<file path="config.mk">
export PLATFORM = sky130hd
export DESIGN_NAME = lsu_rmw_flat
export DESIGN_NICKNAME = d
export VERILOG_FILES = /design/src/rtl/lsu_rmw_if.sv /design/src/rtl/lsu_rmw.sv /design/src/flat_wrapper.sv
export SDC_FILE = /design/constraint.sdc
export NUM_CORES = 1
export LEC_CHECK = 0
export BUFFER_PORTS_ARGS = -buffer_cell sky130_fd_sc_hd__buf_2
export CORE_ASPECT_RATIO = 1.75
export CORE_MARGIN = 8
export CORE_UTILIZATION = 50
export DETAILED_ROUTE_END_ITERATION = 7
export PLACE_DENSITY = 0.8
export SLEW_MARGIN = 20
export SYNTH_ARGS = -nofsm -noshare
export SYNTH_HDL_FRONTEND = slang
export SYNTH_SLANG_ARGS = --single-unit
export TNS_END_PERCENT = 100
</file>
<file path="constraint.sdc">
create_clock -name clk_i -period 1.8 [get_ports clk_i]
set_input_delay 0.09 -clock clk_i [delete_from_list [all_inputs] [get_ports clk_i]]
set_output_delay 0.09 -clock clk_i [all_outputs]
set_load 0.1 [all_outputs]
</file>
<file path="src/rtl/lsu_rmw_if.sv">
// Core-request and RAM data-port bundle for lsu_rmw; slave is the LSU side, master the core/RAM side.
interface lsu_rmw_if;
  logic        req_i;
  logic        we_i;
  logic [1:0]  size_i;
  logic        unsigned_i;
  logic [31:0] addr_i;
  logic [31:0] wdata_i;
  logic        busy_o;
  logic        done_o;
  logic [31:0] rdata_o;
  logic        err_o;
  logic        ram_we_o;
  logic [31:0] ram_addr_o;
  logic [31:0] ram_data_o;
  logic [31:0] ram_data_i;

  modport slave (
    input  req_i, we_i, size_i, unsigned_i, addr_i, wdata_i, ram_data_i,
    output busy_o, done_o, rdata_o, err_o, ram_we_o, ram_addr_o, ram_data_o
  );

  modport master (
    output req_i, we_i, size_i, unsigned_i, addr_i, wdata_i, ram_data_i,
    input  busy_o, done_o, rdata_o, err_o, ram_we_o, ram_addr_o, ram_data_o
  );
endinterface

</file>
<file path="src/rtl/lsu_rmw.sv">
// Big-endian load/store unit doing read-modify-write for sub-word stores; load/word store 2 cycles, sub-word store 3.
// Requests are ignored while busy (no queuing); LSU_MISALIGN_TRAP_EN turns misaligned half/word accesses into err_o traps.
module lsu_rmw #(
  parameter int RAM_ADDR_WIDTH = 12
) (
  input logic      clk_i,
  input logic      rst_i,
  lsu_rmw_if.slave bus
);

  typedef enum logic [1:0] {IDLE = 2'd0, RD = 2'd1, WR = 2'd2, DONE = 2'd3} state_e;
  state_e state_q, state_d;

  logic                      we_q, uns_q, err_q;
  logic [1:0]                size_q, off_q;
  logic [RAM_ADDR_WIDTH-1:2] widx_q;
  logic [31:0]               wdata_q, rword_q, rdata_q;

  logic        accept, misalign;
  logic [1:0]  off_d;
  logic [7:0]  lane_b;
  logic [15:0] lane_h;
  logic [31:0] load_val, merged, word_addr;
  logic        ram_we_raw;
  logic [31:0] ram_addr, ram_data;
  logic        unused_addr_hi;

  assign accept         = (state_q == IDLE) && bus.req_i;
  assign unused_addr_hi = ^bus.addr_i[31:RAM_ADDR_WIDTH];

`ifdef LSU_MISALIGN_TRAP_EN
  assign misalign = ((bus.size_i == 2'b01) && bus.addr_i[0]) ||
                    (bus.size_i[1] && (bus.addr_i[1:0] != 2'b00));
`else
  assign misalign = 1'b0;
`endif

  // Effective lane offset: sub-size low address bits are dropped when not trapping.
  always_comb begin
    off_d = 2'b00;
    unique case (bus.size_i)
      2'b00:   off_d = bus.addr_i[1:0];
      2'b01:   off_d = {bus.addr_i[1], 1'b0};
      default: off_d = 2'b00;
    endcase
  end

  always_ff @(posedge clk_i) begin
    if (rst_i) state_q <= IDLE;
    else       state_q <= state_d;
  end

  always_comb begin
    state_d = state_q;
    unique case (state_q)
      IDLE: begin
        if (bus.req_i) begin
          if (misalign)                       state_d = DONE;
          else if (bus.we_i && bus.size_i[1]) state_d = WR;
          else                                state_d = RD;
        end
      end
      RD:      state_d = we_q ? WR : DONE;
      WR:      state_d = DONE;
      default: state_d = IDLE;
    endcase
  end

  always_ff @(posedge clk_i) begin
    if (rst_i) begin
      we_q    <= 1'b0;
      uns_q   <= 1'b0;
      err_q   <= 1'b0;
      size_q  <= 2'b00;
      off_q   <= 2'b00;
      widx_q  <= '0;
      wdata_q <= '0;
      rword_q <= '0;
      rdata_q <= '0;
    end else begin
      if (accept) begin
        we_q    <= bus.we_i;
        size_q  <= bus.size_i;
        uns_q   <= bus.unsigned_i;
        widx_q  <= bus.addr_i[RAM_ADDR_WIDTH-1:2];
        off_q   <= off_d;
        wdata_q <= bus.wdata_i;
        err_q   <= misalign;
        if (misalign) rdata_q <= '0;
      end
      if (state_q == RD) begin
        rword_q <= bus.ram_data_i;
        if (!we_q) rdata_q <= load_val;
      end
    end
  end

  // Lane 0 is the most significant byte.
  always_comb begin
    lane_b = bus.ram_data_i[31:24];
    unique case (off_q)
      2'd0:    lane_b = bus.ram_data_i[31:24];
      2'd1:    lane_b = bus.ram_data_i[23:16];
      2'd2:    lane_b = bus.ram_data_i[15:8];
      default: lane_b = bus.ram_data_i[7:0];
    endcase
    lane_h = off_q[1] ? bus.ram_data_i[15:0] : bus.ram_data_i[31:16];
    load_val = bus.ram_data_i;
    unique case (size_q)
      2'b00:   load_val = {{24{lane_b[7] & ~uns_q}}, lane_b};
      2'b01:   load_val = {{16{lane_h[15] & ~uns_q}}, lane_h};
      default: load_val = bus.ram_data_i;
    endcase
  end

  always_comb begin
    merged = rword_q;
    unique case (size_q)
      2'b00: begin
        unique case (off_q)
          2'd0:    merged[31:24] = wdata_q[7:0];
          2'd1:    merged[23:16] = wdata_q[7:0];
          2'd2:    merged[15:8]  = wdata_q[7:0];
          default: merged[7:0]   = wdata_q[7:0];
        endcase
      end
      2'b01: begin
        if (off_q[1]) merged[15:0]  = wdata_q[15:0];
        else          merged[31:16] = wdata_q[15:0];
      end
      default: merged = wdata_q;
    endcase
  end

  always_comb begin
    word_addr                     = '0;
    word_addr[RAM_ADDR_WIDTH-1:2] = widx_q;
  end

  always_comb begin
    ram_we_raw = 1'b0;
    ram_addr   = '0;
    ram_data   = '0;
    unique case (state_q)
      RD: ram_addr = word_addr;
      WR: begin
        ram_we_raw = 1'b1;
        ram_addr   = word_addr;
        ram_data   = merged;
      end
      default: ;
    endcase
  end

  assign bus.busy_o     = (state_q != IDLE);
  assign bus.done_o     = (state_q == DONE);
  assign bus.rdata_o    = rdata_q;
  assign bus.err_o      = err_q;
  assign bus.ram_we_o   = ram_we_raw & ~rst_i;
  assign bus.ram_addr_o = ram_addr;
  assign bus.ram_data_o = ram_data;

endmodule

</file>
<file path="src/flat_wrapper.sv">
// flat-port wrapper written by rule: the top's interface ports become plain ports
module lsu_rmw_flat 
#(
  parameter int RAM_ADDR_WIDTH = 12
)
  (clk_i, rst_i, bus_req_i, bus_we_i, bus_size_i, bus_unsigned_i, bus_addr_i, bus_wdata_i, bus_ram_data_i, bus_busy_o, bus_done_o, bus_rdata_o, bus_err_o, bus_ram_we_o, bus_ram_addr_o, bus_ram_data_o);
  lsu_rmw_if bus_i ();
  input logic clk_i;
  input logic rst_i;
  input wire logic [$bits(bus_i.req_i)-1:0] bus_req_i;
  input wire logic [$bits(bus_i.we_i)-1:0] bus_we_i;
  input wire logic [$bits(bus_i.size_i)-1:0] bus_size_i;
  input wire logic [$bits(bus_i.unsigned_i)-1:0] bus_unsigned_i;
  input wire logic [$bits(bus_i.addr_i)-1:0] bus_addr_i;
  input wire logic [$bits(bus_i.wdata_i)-1:0] bus_wdata_i;
  input wire logic [$bits(bus_i.ram_data_i)-1:0] bus_ram_data_i;
  output wire logic [$bits(bus_i.busy_o)-1:0] bus_busy_o;
  output wire logic [$bits(bus_i.done_o)-1:0] bus_done_o;
  output wire logic [$bits(bus_i.rdata_o)-1:0] bus_rdata_o;
  output wire logic [$bits(bus_i.err_o)-1:0] bus_err_o;
  output wire logic [$bits(bus_i.ram_we_o)-1:0] bus_ram_we_o;
  output wire logic [$bits(bus_i.ram_addr_o)-1:0] bus_ram_addr_o;
  output wire logic [$bits(bus_i.ram_data_o)-1:0] bus_ram_data_o;
  assign bus_i.req_i = bus_req_i;
  assign bus_i.we_i = bus_we_i;
  assign bus_i.size_i = bus_size_i;
  assign bus_i.unsigned_i = bus_unsigned_i;
  assign bus_i.addr_i = bus_addr_i;
  assign bus_i.wdata_i = bus_wdata_i;
  assign bus_i.ram_data_i = bus_ram_data_i;
  assign bus_busy_o = bus_i.busy_o;
  assign bus_done_o = bus_i.done_o;
  assign bus_rdata_o = bus_i.rdata_o;
  assign bus_err_o = bus_i.err_o;
  assign bus_ram_we_o = bus_i.ram_we_o;
  assign bus_ram_addr_o = bus_i.ram_addr_o;
  assign bus_ram_data_o = bus_i.ram_data_o;
  lsu_rmw #(.RAM_ADDR_WIDTH(RAM_ADDR_WIDTH)) u_core (.clk_i(clk_i), .rst_i(rst_i), .bus(bus_i));
endmodule
</file>
Word level (Yosys, flattened, before mapping)
Cells that the tools add are included.
{"block": "totals", "regBits": 114, "in_bits": 103, "output_inout_bits": 100}
{"block": "classes", "eq_ne": 8, "mux": 18, "bitwise": 6, "n_reduce_logical": 10}
{"cell": "one-hot mux 32 bit (2 select lines)", "n": 2}
{"cell": "2-to-1 mux 16 bit", "n": 3}
{"cell": "2-to-1 mux 32 bit", "n": 1}
{"cell": "2-to-1 mux 8 bit", "n": 4}
{"cell": "one-hot mux 8 bit (3 select lines)", "n": 1}
{"cell": "2-to-1 mux 12 bit", "n": 1}
{"cell": "equality test 2 x 1 -> 1 bit, second input constant", "n": 4}
{"cell": "zero test 2 bit", "n": 4}
{"cell": "equality test 2 bit, second input constant", "n": 3}
{"cell": "one-hot mux 2 bit (3 select lines)", "n": 1}
{"cell": "2-to-1 mux 2 bit", "n": 2}
{"cell": "one-hot mux 2 bit (2 select lines)", "n": 1}
{"cell": "bitwise AND 1 bit", "n": 3}
{"cell": "NOT 1 bit", "n": 3}
{"cell": "OR reduction 3 bit", "n": 1}
{"cell": "logical AND 1 bit", "n": 2}
{"cell": "2-to-1 mux 1 bit", "n": 2}
{"cell": "inequality test 2 bit, second input constant", "n": 1}
{"cell": "AND reduction 2 bit", "n": 1}
{"cell": "nonzero test 2 bit", "n": 1}
{"cell": "OR reduction 2 bit", "n": 1}

Longest topological paths before layout
Gate-level depths: netlist of run 1.
{"block": "logic_depth", "ltp_word": 5, "ltp_mapped": 8}

Least setup slack after synthesis of run 1
Ideal clock, no wire load.
{"block": "synth_timing", "kind": "register -> output", "start": "reg u_core.off_q[1]", "end": "out bus_ram_data_o[10]", "arrival_ns": 3.283, "required_time_ns": 1.710, "setup_slack_ns": -1.573, "stages_incl_launch_ff": 7, "path_buffers": 2, "cell_sequence": "dfxtp_1 buf_2 inv_2 nand2_1 buf_2 o22ai_1 a221oi_1"}
{"block": "synth_between", "elab_chain_len": 4}
{"element": "start, declared", "line": "lsu_rmw.sv:15", "text": "logic [1:0] size_q, off_q;"}
{"element": "start signal, assigned", "line": "lsu_rmw.sv:75", "text": "off_q <= 2'b00;"}
{"element": "start signal, assigned", "line": "lsu_rmw.sv:86", "text": "off_q <= off_d;"}
{"element": "equality test 2 bit", "line": "lsu_rmw.sv:120", "text": "unique case (off_q)"}
{"element": "2-to-1 mux 8 bit", "line": "lsu_rmw.sv:120"}
{"element": "one-hot mux 32 bit (2 select lines) (*)", "line": "lsu_rmw.sv:118", "text": "unique case (size_q)"}
{"element": "2-to-1 mux 32 bit (*)", "line": "lsu_rmw.sv:144", "text": "unique case (state_q)"}
{"element": "end, declared", "line": "flat_wrapper.sv:23", "text": "output wire logic [$bits(bus_i.ram_data_o)-1:0] bus_ram_data_o;"}
Every way passes the cells marked *; elsewhere a longest branch is shown, timed or not.

Worst setup path after layout of run 1
{"block": "layout_timing", "start": "reg u_core.size_q[0]", "end": "out bus_ram_data_o[27]"}
{"block": "layout_between", "elab_chain_len": 3}
{"element": "start, declared", "line": "lsu_rmw.sv:15"}
{"element": "start signal, assigned", "line": "lsu_rmw.sv:83", "text": "size_q <= bus.size_i;"}
{"element": "equality test 2 x 1 -> 1 bit / zero test 2 bit (equally long branches)", "line": "lsu_rmw.sv:118"}
{"element": "one-hot mux 32 bit (2 select lines) (*)", "line": "lsu_rmw.sv:118"}
{"element": "2-to-1 mux 32 bit (*)", "line": "lsu_rmw.sv:144"}
Marks and branches as above.

==> results by group, run 1 <==
Floorplanning
  – Starting Density: 0.509
  – IO Count: between 200 and 250
  – Die width: a little under 100 um
  – Chip Height: 157 um
  – DIE AREA: about 15000 um^2
  – Row count: between 50 and 60
  – Core region area: about 11000 um^2

Route
  – Wire length per cell: roughly 25 um
  – Antenna Nets Post-Route: 0
  – # DRC: 0
  – DR vias: 6643
  – Starting DRT DRC Count: approximately 670
  – First-pass iteration count of the detailed router: 5
  – Vias per cell: between 6 and 7
  – Final WL: 26600 um

Placement
  – RD Place Congestion: 0.929
  – HPWL after DPL: 15100 um
  – DP Worst Slack: between 0.05 and 0.06 ns
  – Port bufs: between 150 and 200

Setup path
  – Critical Path AT: a little over 2 ns
  – Crit path cell chain: or2_4 -> bufbuf_16 -> o22ai_1 -> a21oi_4 -> buf_12
  – Max stage delay on crit path: 0.37 ns
  – Worst R2R Path Depth: 6
  – Buf/Inv on CP: 2
  – Worst Path Required: roughly 1.7 ns
  – Critical path fanouts, max: 5
  – Crit path max-delay cell type: o22ai_1
  – Crit-path leading delay family: compound AO/OA/AOI/OAI gates
  – CP Capture Type: output pin
  – CP Launch Type: flip-flop
  – Crit. path cell count: 5
  – Crit Path Category: reg -> out

Clock tree
  – H-tree depth: 4
  – TritonCTS clock tree: built
  – Clk root buf: clkbuf_16
  – Worst-Skew Late Latency: between 0.4 and 0.5 ns
  – Clock transition at path regs: approximately 0.060 ns
  – Clock Sink Count: ~110
  – Clk buf depth: 2
  – CTS buffer count: 17

GRT
  – GRT Max-Usage Layer: met2
  – GR Util met1: 0.311
  – Met2 Track Usage GR: 0.545
  – Vias in the first global route: approximately 6700
  – Met3 usage: 0.0839
  – Initial antenna violation count: 0
  – Total GRT Usage: 0.318
  – First-pass GRT wire length: 36400 um
  – Pin count of the biggest net entering global routing: a little over 50
  – Grt total ovfl: 0

Power
  – Leak pwr: 3.62 nW
  – VDD IR-drop max: 1860 uV
  – Design Power: between 15 and 20 mW
  – Pwr Density: roughly 1800 nW/um^2

Yosys
  – Post-synth EDFFs: 0
  – Sequential area share after synthesis: 0.404
  – Syn Area/Cell: 8.21 um^2
  – Area of the mapped netlist: between 5000 and 6000 um^2
  – Distinct cell type count after synthesis: 43
  – Synth Register Bits: about 110
  – Cells after synthesis: between 600 and 700
  – Synth Warn #: 0
  – Async SR Flop Fraction: 0
  – Top_reg_cell synth: dfxtp_1

Timing
  – Slew Limit Fails: 0
  – Maximum clock rate: roughly 470 MHz
  – Setup violations, final: 32
  – Period utilisation layout: 1.18
  – Worst-margin pin slew: 0.674 ns
  – Minimum clock period: around 2.1 ns
  – Final setup skew: between 0.01 and 0.015 ns
  – RSZ-0062 raised after global routing: true
  – Fin worst setup slack: -0.316 ns
  – Rel. slew slack: 0.549
  – Fin. Hold Viols: 0

Finish
  – Final core utilization: 0.850
  – Ant diodes: 0
  – Layout cells sized above 1: 0.347
  – Layout area overhead: 67.1%
  – Final nets: just over 1000
  – Fillers: 545

Job
  – Max_cap viols: 0

Hold path
  – Hold Path Depth: 3
  – Worst Hold Class: in -> reg

Status
  – Status: complete, but fails checks
  – Failing checks: negative setup slack
## worst reg2reg max path, cell delays in order (launching register included)
cell	delay (ns)
dfxtp_2	0.35
inv_1	0.12
ha_2	0.24
nor2b_2	0.25
buf_12	0.21
o2111ai_1	0.28
a21oi_1	0.21
## sequential cells by signal, summed over array words and instances (netlist names)
name and cells:
u_core.rword_q 32, u_core.we_q 1, u_core.state_q 2, u_core.widx_q 10, u_core.wdata_q 32, u_core.uns_q 1
u_core.bus.rdata_o 32, u_core.size_q 2, u_core.off_q 2
## logic make-up after synthesis
kind of cell,after synthesis,synth area share
simple gates,224,0.166
other cells,1,0.000664
flops,114,0.404
buf+inv,85,0.0797
mux,66,0.118
compound gates,194,0.223
fa+ha+maj,4,0.00886
## layer usage
metal	vias up	routed length (um)
met5	-	0
met4	0	2210
met2	485	13300
met3	182	2500
li1	2813	-
met1	3163	8550
## report_power, final
part           switching [mW]  total [mW]  internal (mW)  leakage [nW]
clock network            1.27        3.49           2.21         0.278
registers               0.646        3.81           3.17         0.937
logic                    6.62        9.60           2.98          2.40
total                    8.54        16.9           8.36          3.62
## synthesized netlist by cell type, types with 2 or more instances
cell	instances	area [um^2]
nand2_1	124	465
dfxtp_1	114	2280
a21oi_1	83	415
nor2_1	65	244
mux2i_1	64	641
clkbuf_1	26	97.6
buf_4	25	188
o21ai_0	21	105
a211oi_1	20	150
buf_2	17	85.1
o22ai_1	16	100
a311oi_1	12	105
nor2b_1	12	75.1
and2_1	11	68.8
a221oi_1	9	78.8
a22o_1	8	70.1
buf_1	8	30.0
o221ai_1	8	70.1
o311ai_0	6	52.6
ha_1	4	50.1
inv_1	4	15.0
nor3_1	4	20.0
a21oi_4	2	32.5
a22oi_1	2	15.0
buf_6	2	22.5
inv_2	2	7.51
nand2b_1	2	12.5
o21ai_1	2	10.0
## final timing paths
check	start	end	slack, ns
setup / recovery	u_core.size_q[0]$_SDFFE_PP0P_	bus_ram_data_o[27]	-0.32
hold / removal	bus_ram_data_i[16]	u_core.rword_q[16]$_SDFFE_PP0N_	0.03
setup reg to reg	u_core.state_q[1]$_SDFFE_PP0P_	u_core.bus.rdata_o[6]$_SDFFE_PP0P_	0.06
hold reg to reg	u_core.widx_q[6]$_SDFFE_PP0P_	u_core.widx_q[6]$_SDFFE_PP0P_	0.45
## metrics by stage
| step | instances | hold slack (ns) | area, um^2 | setup TNS [ns] |
|---|---|---|---|---|
| 2_1_floorplan | 710 | 0.226 | 6170 | -0.551 |
| 3_3_place_gp | 949 | 0.334 | 7640 | 0 |
| 4_1_cts | 1044 | 0.00549 | 9200 | -6.19 |
| 5_1_grt | 1049 | 0.0172 | 9440 | -7.83 |
| 6_report | 1049 | 0.0285 | 9440 | -6.86 |
| 3_5_place_dp | 949 | 0.342 | 7640 | 0 |
## what timing repair did
action | 4_1_cts | 5_1_grt
buffers inserted | 2 | 4
hold buffers | 59 | 0
endpoints found under the setup margin | 42 | 55
pin swaps | 17 | 9
hold endpoints to repair | 63 | 0
gates cloned | 2 | 3
gates resized for setup | 56 | 29
## cell usage in the layout, fill, tap and decap left out, types with 4 or more instances in the layout
cell,n
dlygate4sd3_1,59
dfxtp_1,108
clkbuf_16,20
a21oi_4,18
o221ai_4,4
a211oi_1,19
a221oi_4,8
o22ai_1,13
o311ai_0,6
clkinvlp_4,5
a21oi_1,67
nor3_1,4
mux2i_4,17
a311oi_1,12
mux2i_1,44
nand2_1,123
nor2_1,63
o21ai_0,13
nor2b_4,9
and2_1,11
a22o_1,8
buf_2,115
buf_12,54
dfxtp_2,4
buf_4,18
conb_1,23
o21ai_1,9
## final cells by class
cell class / instances / area (um^2) / share of cell area
Sequential cell: 114 / 2290 / 0.243
Multi-Input combinational cell: 511 / 3800 / 0.402
Clock buffer: 20 / 447 / 0.0473
Clock inverter: 12 / 159 / 0.0168
Inverter: 6 / 27.5 / 0.00292
Timing Repair Buffer: 254 / 2550 / 0.270
Tap cell: 132 / 165 / 0.0175
(Power assumes the default switching activity.)
==> run 2, diff against run 1 <==
CORE_UTILIZATION = 54   (was 50)
PLACE_DENSITY = 0.86   (was 0.8)
clock period = 2.49 ns   (was 1.8 ns; I/O delays follow)
==> run 2 against run 1 <==
Compared with the run above:
- the run now ends clean
- register-to-register slack improved by 0.48 ns
- worst hold slack lost 0.021 ns
- worst setup slack improved by 0.39 ns
- via count fell by 9.1%
- first-iteration DRC count shrank 34%
- non-clock buffer count down 28
- clock skew down 0.0034 ns
- core utilization is 6.1 points lower
- sequential share of layout area up 3.9 points
- clock power shrank 34%
- critical endpoint is now bus_ram_data_o[14]
- largest power group unchanged
==> results by group, run 2 (same netlist as run 1, synthesis figures left out) <==
Route
  – First-pass iteration count of the detailed router: 8
  – # DRC: 0
  – Vias per cell: approximately 5.9
  – Starting DRT DRC Count: around 440
  – Antenna Nets Post-Route: 0
  – Final WL: approximately 20000 um
  – DR vias: between 6000 and 7000
  – Wire length per cell: 19.9 um

Timing
  – Final hold slack: 0.00752 ns
  – Fin. Hold Viols: 0
  – Rel. slew slack: 0.486
  – Final setup skew: 0.0105 ns
  – Worst-margin pin slew: ~0.77 ns
  – Setup TNS: 0 ns
  – Minimum clock period: between 2 and 2.5 ns
  – Setup violations, final: 0
  – Slew Limit Fails: 0
  – Period utilisation layout: 0.972
  – Maximum clock rate: 413 MHz

Floorplanning
  – Row count: 49
  – Die width: about 93 um
  – IO Count: around 200
  – Chip Height: around 150 um
  – Starting Density: 0.552
  – DIE AREA: about 14000 um^2
  – Core region area: slightly above 10000 um^2

Power
  – Psw: approximately 5.4 mW
  – Int Power: 5.14 mW
  – Switch share: 0.511
  – Leak pwr: between 3 and 4 nW
  – Part of the power in registers: 0.248
  – Design Power: roughly 11 mW
  – Clk pwr share: 0.219
  – Pwr Density: around 1300 nW/um^2
  – Comb pwr share: 0.532
  – VDD IR-drop max: roughly 1100 uV

Hold path
  – Worst Hold Class: in -> reg
  – Hold Path Depth: 3

Setup path
  – CP Launch Type: flip-flop
  – CP endpoint: bus_ram_data_o[14]
  – Max stage delay on crit path: around 0.54 ns
  – Critical path fanouts, max: 8
  – Crit. path cell count: 4
  – Crit path cell chain: nand2b_1 -> mux2i_1 -> a221oi_2 -> buf_12
  – Crit Path Category: reg -> out
  – Worst r2r src: u_core.state_q[1]$_SDFFE_PP0P_
  – Register-to-register setup slack: about 0.54 ns
  – Worst Path Required: approximately 2.4 ns
  – Crit-path leading delay family: flip-flops
  – Buf/Inv on CP: 1
  – Reg-to-Reg End: u_core.bus.rdata_o[23]$_SDFFE_PP0P_
  – Critical Path Source: u_core.off_q[0]$_SDFFE_PP0P_
  – CP Capture Type: output pin
  – Worst R2R Path Depth: 6
  – Crit path max-delay cell type: dfxtp_1
  – Critical Path AT: between 2 and 2.5 ns

Status
  – Status: finished, final reports clean

Clock tree
  – TritonCTS clock tree: built
  – Clock transition at path regs: 0.05 ns
  – Worst-Skew Late Latency: about 0.42 ns
  – Clock Sink Count: between 100 and 150
  – H-tree depth: 4
  – Clk root buf: clkbuf_16
  – CTS buffer count: 17
  – Clk buf depth: 2

Finish
  – Ant diodes: 0
  – Layout area overhead: 43.1%
  – Final nets: 983
  – Layout cells sized above 1: 0.277
  – Commonest non-fill, non-tap cell in the layout: buf_2
  – Most frequent cells in the layout: buf_2, nand2_1, dfxtp_1
  – Fin area: just over 8000 um^2

GRT
  – Grt total ovfl: 0
  – Initial antenna violation count: 0
  – First-pass GRT wire length: 31100 um
  – Vias in the first global route: roughly 6000
  – Pin count of the biggest net entering global routing: between 50 and 60
  – Total GRT Usage: 0.282

Placement
  – Port bufs: approximately 160
  – Dpl cell area: approximately 7000 um^2
  – RD Place Congestion: 0.902
  – HPWL after DPL: about 14000 um

Job
  – Max_cap viols: 0
## run 2: cell count changes in the layout (fill, tap and decap cells not counted), moves of 9 or more
| cell | before | now |
|---|---|---|
| buf_12 | 54 | 35 |
| buf_2 | 115 | 126 |
| a21oi_4 | 18 | 2 |
| mux2i_1 | 44 | 64 |
| mux2i_4 | 17 | 0 |
| nor2b_4 | 9 | 0 |
## run 2: worst register-to-register path, cell delays in order (launching register included)
cell and delay (ns):
dfxtp_1 0.35, inv_1 0.11, ha_2 0.19, nor2b_2 0.51
buf_4 0.34, nor2_1 0.09, a211oi_1 0.26
## run 2: final cells by class
| class | instances | area [um^2] |
|---|---|---|
| Multi-Input combinational cell | 511 | 3110 |
| Sequential cell | 114 | 2280 |
| Fill cell | 621 | 2150 |
| Timing Repair Buffer | 226 | 1950 |
| Clock buffer | 18 | 439 |
| Tap cell | 127 | 159 |
| Clock inverter | 14 | 130 |
| Inverter | 6 | 22.5 |
## run 2: what timing repair did
action                     4_1_cts  5_1_grt
setup endpoints to repair        0       17
setup buffers                    0        1
hold endpoints to repair        51        0
resized for setup                0        2
hold buffers                    51        0
## run 2: worst min-delay path by stage
| stage | start | to | slack, ns |
|---|---|---|---|
| 6_report | bus_ram_data_i[2] | u_core.bus.rdata_o[2]$_SDFFE_PP0P_ | 0.008 |
| 5_1_grt | bus_size_i[1] | u_core.size_q[1]$_SDFFE_PP0P_ | 0.006 |
| 4_1_cts | bus_ram_data_i[2] | u_core.bus.rdata_o[2]$_SDFFE_PP0P_ | 0.005 |
| 3_5_place_dp | bus_wdata_i[28] | u_core.wdata_q[28]$_SDFFE_PP0P_ | 0.37 |
| 3_3_place_gp | bus_addr_i[5] | u_core.widx_q[5]$_SDFFE_PP0P_ | 0.37 |
| 2_1_floorplan | bus_wdata_i[16] | u_core.wdata_q[16]$_SDFFE_PP0P_ | 0.26 |
## run 2: power groups by stage
stage	logic [mW]	clock network, mW	registers (mW)
after floorplan	3.04	0	3.85
after global placement	5.38	0	2.59
after detailed placement	5.43	0	2.62
after CTS	5.55	2.32	2.59
after global routing	5.89	2.42	2.65
final	5.60	2.31	2.61
## run 2: through the flow
stage               utilization  std cells  worst slack [ns]
floorplan                     -        710            -0.241
global placement          0.682        932             0.548
detailed placement        0.682        932             0.530
CTS                       0.788       1015            0.0733
global route              0.790       1016           -0.0193
finish                    0.790       1016            0.0691
## run 2: routing by layer
| layer | global-route usage | up-vias | wire length [um] |
|---|---|---|---|
| met5 | 0 | - | 0 |
| met4 | 0.226 | 0 | 1390 |
| met3 | 0.0794 | 110 | 1810 |
| met2 | 0.473 | 367 | 10100 |
| met1 | 0.286 | 2801 | 6870 |
| li1 | - | 2762 | - |
==> run 3, diff against run 2 <==
CORE_ASPECT_RATIO = 1.4   (was 1.75)
==> run 3 against run 2 <==
Compared with the run above:
- critical path type unchanged
- die area down 0.58%
- the run now ends with negative hold slack left
- largest power group unchanged
- critical endpoint is now bus_ram_data_o[8]
- combinational power about the same
- register-to-register slack better by 0.03 ns
- sequential power about the same
- flip-flop and latch count unchanged
- non-clock buffer count down 4
- via count down 0.28%
- clock power up 5%
- global-route usage up 0.44 points
- maximum frequency up 0.29%
- total power up 0.97%
==> results by group, run 3 (same netlist as run 1, synthesis figures left out) <==
Hold path
  – Worst Hold Class: in -> reg

Route
  – Vias per cell: between 5 and 6
  – Starting DRT DRC Count: about 560
  – # DRC: 0
  – Antenna Nets Post-Route: 0
  – Final WL: between 20000 and 25000 um
  – First-pass iteration count of the detailed router: 5
  – Wire length per cell: 20.0 um
  – DR vias: 6023

GRT
  – Pin count of the biggest net entering global routing: just under 70
  – Grt total ovfl: 0
  – Initial antenna violation count: 0
  – Vias in the first global route: just under 6000
  – Total GRT Usage: 0.286
  – First-pass GRT wire length: 31000 um

Timing
  – Final setup skew: ~0.012 ns
  – Rel. slew slack: 0.535
  – Worst-margin pin slew: 0.698 ns
  – Fin worst setup slack: between 0.07 and 0.08 ns
  – Final hold slack: -0.00519 ns
  – Setup TNS: 0 ns
  – Slew Limit Fails: 0
  – Minimum clock period: approximately 2.4 ns
  – Fin. Hold Viols: 1
  – Period utilisation layout: 0.969
  – Setup violations, final: 0
  – Maximum clock rate: approximately 410 MHz

Floorplanning
  – Starting Density: 0.549
  – Chip Height: 137 um
  – Core region area: 10300 um^2
  – IO Count: ~200
  – Row count: 44
  – Die width: ~100 um
  – DIE AREA: roughly 14000 um^2

Power
  – Leak pwr: between 3 and 4 nW
  – Pwr Density: approximately 1300 nW/um^2
  – VDD IR-drop max: approximately 800 uV
  – Design Power: roughly 11 mW

Finish
  – Final core utilization: 0.787
  – Layout cells sized above 1: 0.275
  – Most frequent cells in the layout: buf_2, nand2_1, dfxtp_1
  – Ant diodes: 0
  – Fillers: a little under 700
  – Final nets: roughly 980
  – Layout area overhead: 43.5%
  – Commonest non-fill, non-tap cell in the layout: buf_2

Clock tree
  – Clock Sink Count: between 100 and 150
  – Clock transition at path regs: 0.05 ns
  – TritonCTS clock tree: built
  – CTS buffer count: 17
  – Worst-Skew Late Latency: 0.42 ns
  – H-tree depth: 4
  – Clk buf depth: 2
  – Clk root buf: clkbuf_16

Status
  – Status: complete, but fails checks
  – Failing checks: negative hold slack

Setup path
  – Crit path cell chain: inv_1 -> nand2_1 -> o22ai_1 -> a221oi_2 -> buf_12
  – Worst Path Required: about 2.4 ns
  – Max stage delay on crit path: between 0.4 and 0.5 ns
  – Crit Path Category: reg -> out
  – Critical path fanouts, max: 14
  – Crit path max-delay cell type: a221oi_2
  – Crit-path leading delay family: compound AO/OA/AOI/OAI gates
  – CP Launch Type: flip-flop
  – CP Capture Type: output pin
  – Buf/Inv on CP: 2
  – Critical Path AT: approximately 2.3 ns

Placement
  – RD Place Congestion: 0.983
  – HPWL after DPL: ~13000 um
  – DP Worst Slack: roughly 0.47 ns
  – Port bufs: 159

Job
  – Max_cap viols: 0
-- run 3: cell types whose count changed in the layout (fill, tap and decap cells not counted), sizes merged --
cell / previous run / this run
dlygate4sd3: 51 / 49
bufinv: 1 / 2
buf: 175 / 173
inv: 9 / 6
clkinvlp: 5 / 2
clkbuf: 18 / 23
-- run 3: tightest hold or removal path, stage by stage --
cell,delay [ns]
buf_2,0.11
nand2_1,0.07
a21oi_1,0.06
-- run 3: cell type report --
type                    count  area (um^2)  share of cell area
repair buffers            222         1920               0.237
clock buffers              23          488              0.0602
well taps                 138          173              0.0213
clock inverters             9          104              0.0128
flip-flops and latches    114         2280               0.282
multi-input cells         511         3110               0.384
inverters                   6         22.5             0.00278
-- run 3: worst paths after layout --
check                                startpoint                                   to  slack, ns  cells past startpoint
setup reg to reg  u_core.size_q[1]$_SDFFE_PP0P_  u_core.bus.rdata_o[27]$_SDFFE_PP0P_       0.57                      5
hold / removal                    bus_size_i[0]        u_core.size_q[0]$_SDFFE_PP0P_     -0.005                      3
setup / recovery  u_core.size_q[1]$_SDFFE_PP0P_                    bus_ram_data_o[8]       0.08                      5
hold reg to reg   u_core.widx_q[2]$_SDFFE_PP0P_        u_core.widx_q[2]$_SDFFE_PP0P_       0.45                      2
-- run 3: power breakdown --
| group | total (mW) | internal, mW | switching [mW] |
|---|---|---|---|
| Sequential | 2.60 | 2.28 | 0.320 |
| Clock | 2.42 | 1.57 | 0.847 |
| Combinational | 5.61 | 1.46 | 4.15 |
| Total | 10.6 | 5.31 | 5.32 |
-- run 3: stage by stage --
stage          cell area, um^2  instances  hold slack [ns]
2_1_floorplan             5830        710            0.260
3_3_place_gp              7000        941            0.366
3_5_place_dp              7000        941            0.370
4_1_cts                   8080       1022          0.00127
5_1_grt                   8100       1023          0.00129
6_report                  8100       1023         -0.00519
-- run 3: what timing repair did --
action,in CTS,in global routing
pin swaps,0,1
buffers inserted,0,1
cloned,0,0
endpoints found under the hold margin,50,0
resized for setup,1,2
setup endpoints to repair,1,17
hold buffers,49,0
-- run 3: per-layer routing --
| layer | vias to the layer above | global-route usage | wire (um) |
|---|---|---|---|
| met4 | 0 | 0.188 | 1160 |
| met5 | - | 0 | 0 |
| met2 | 353 | 0.481 | 10100 |
| li1 | 2745 | - | - |
| met1 | 2837 | 0.313 | 7350 |
| met3 | 88 | 0.0677 | 1860 |
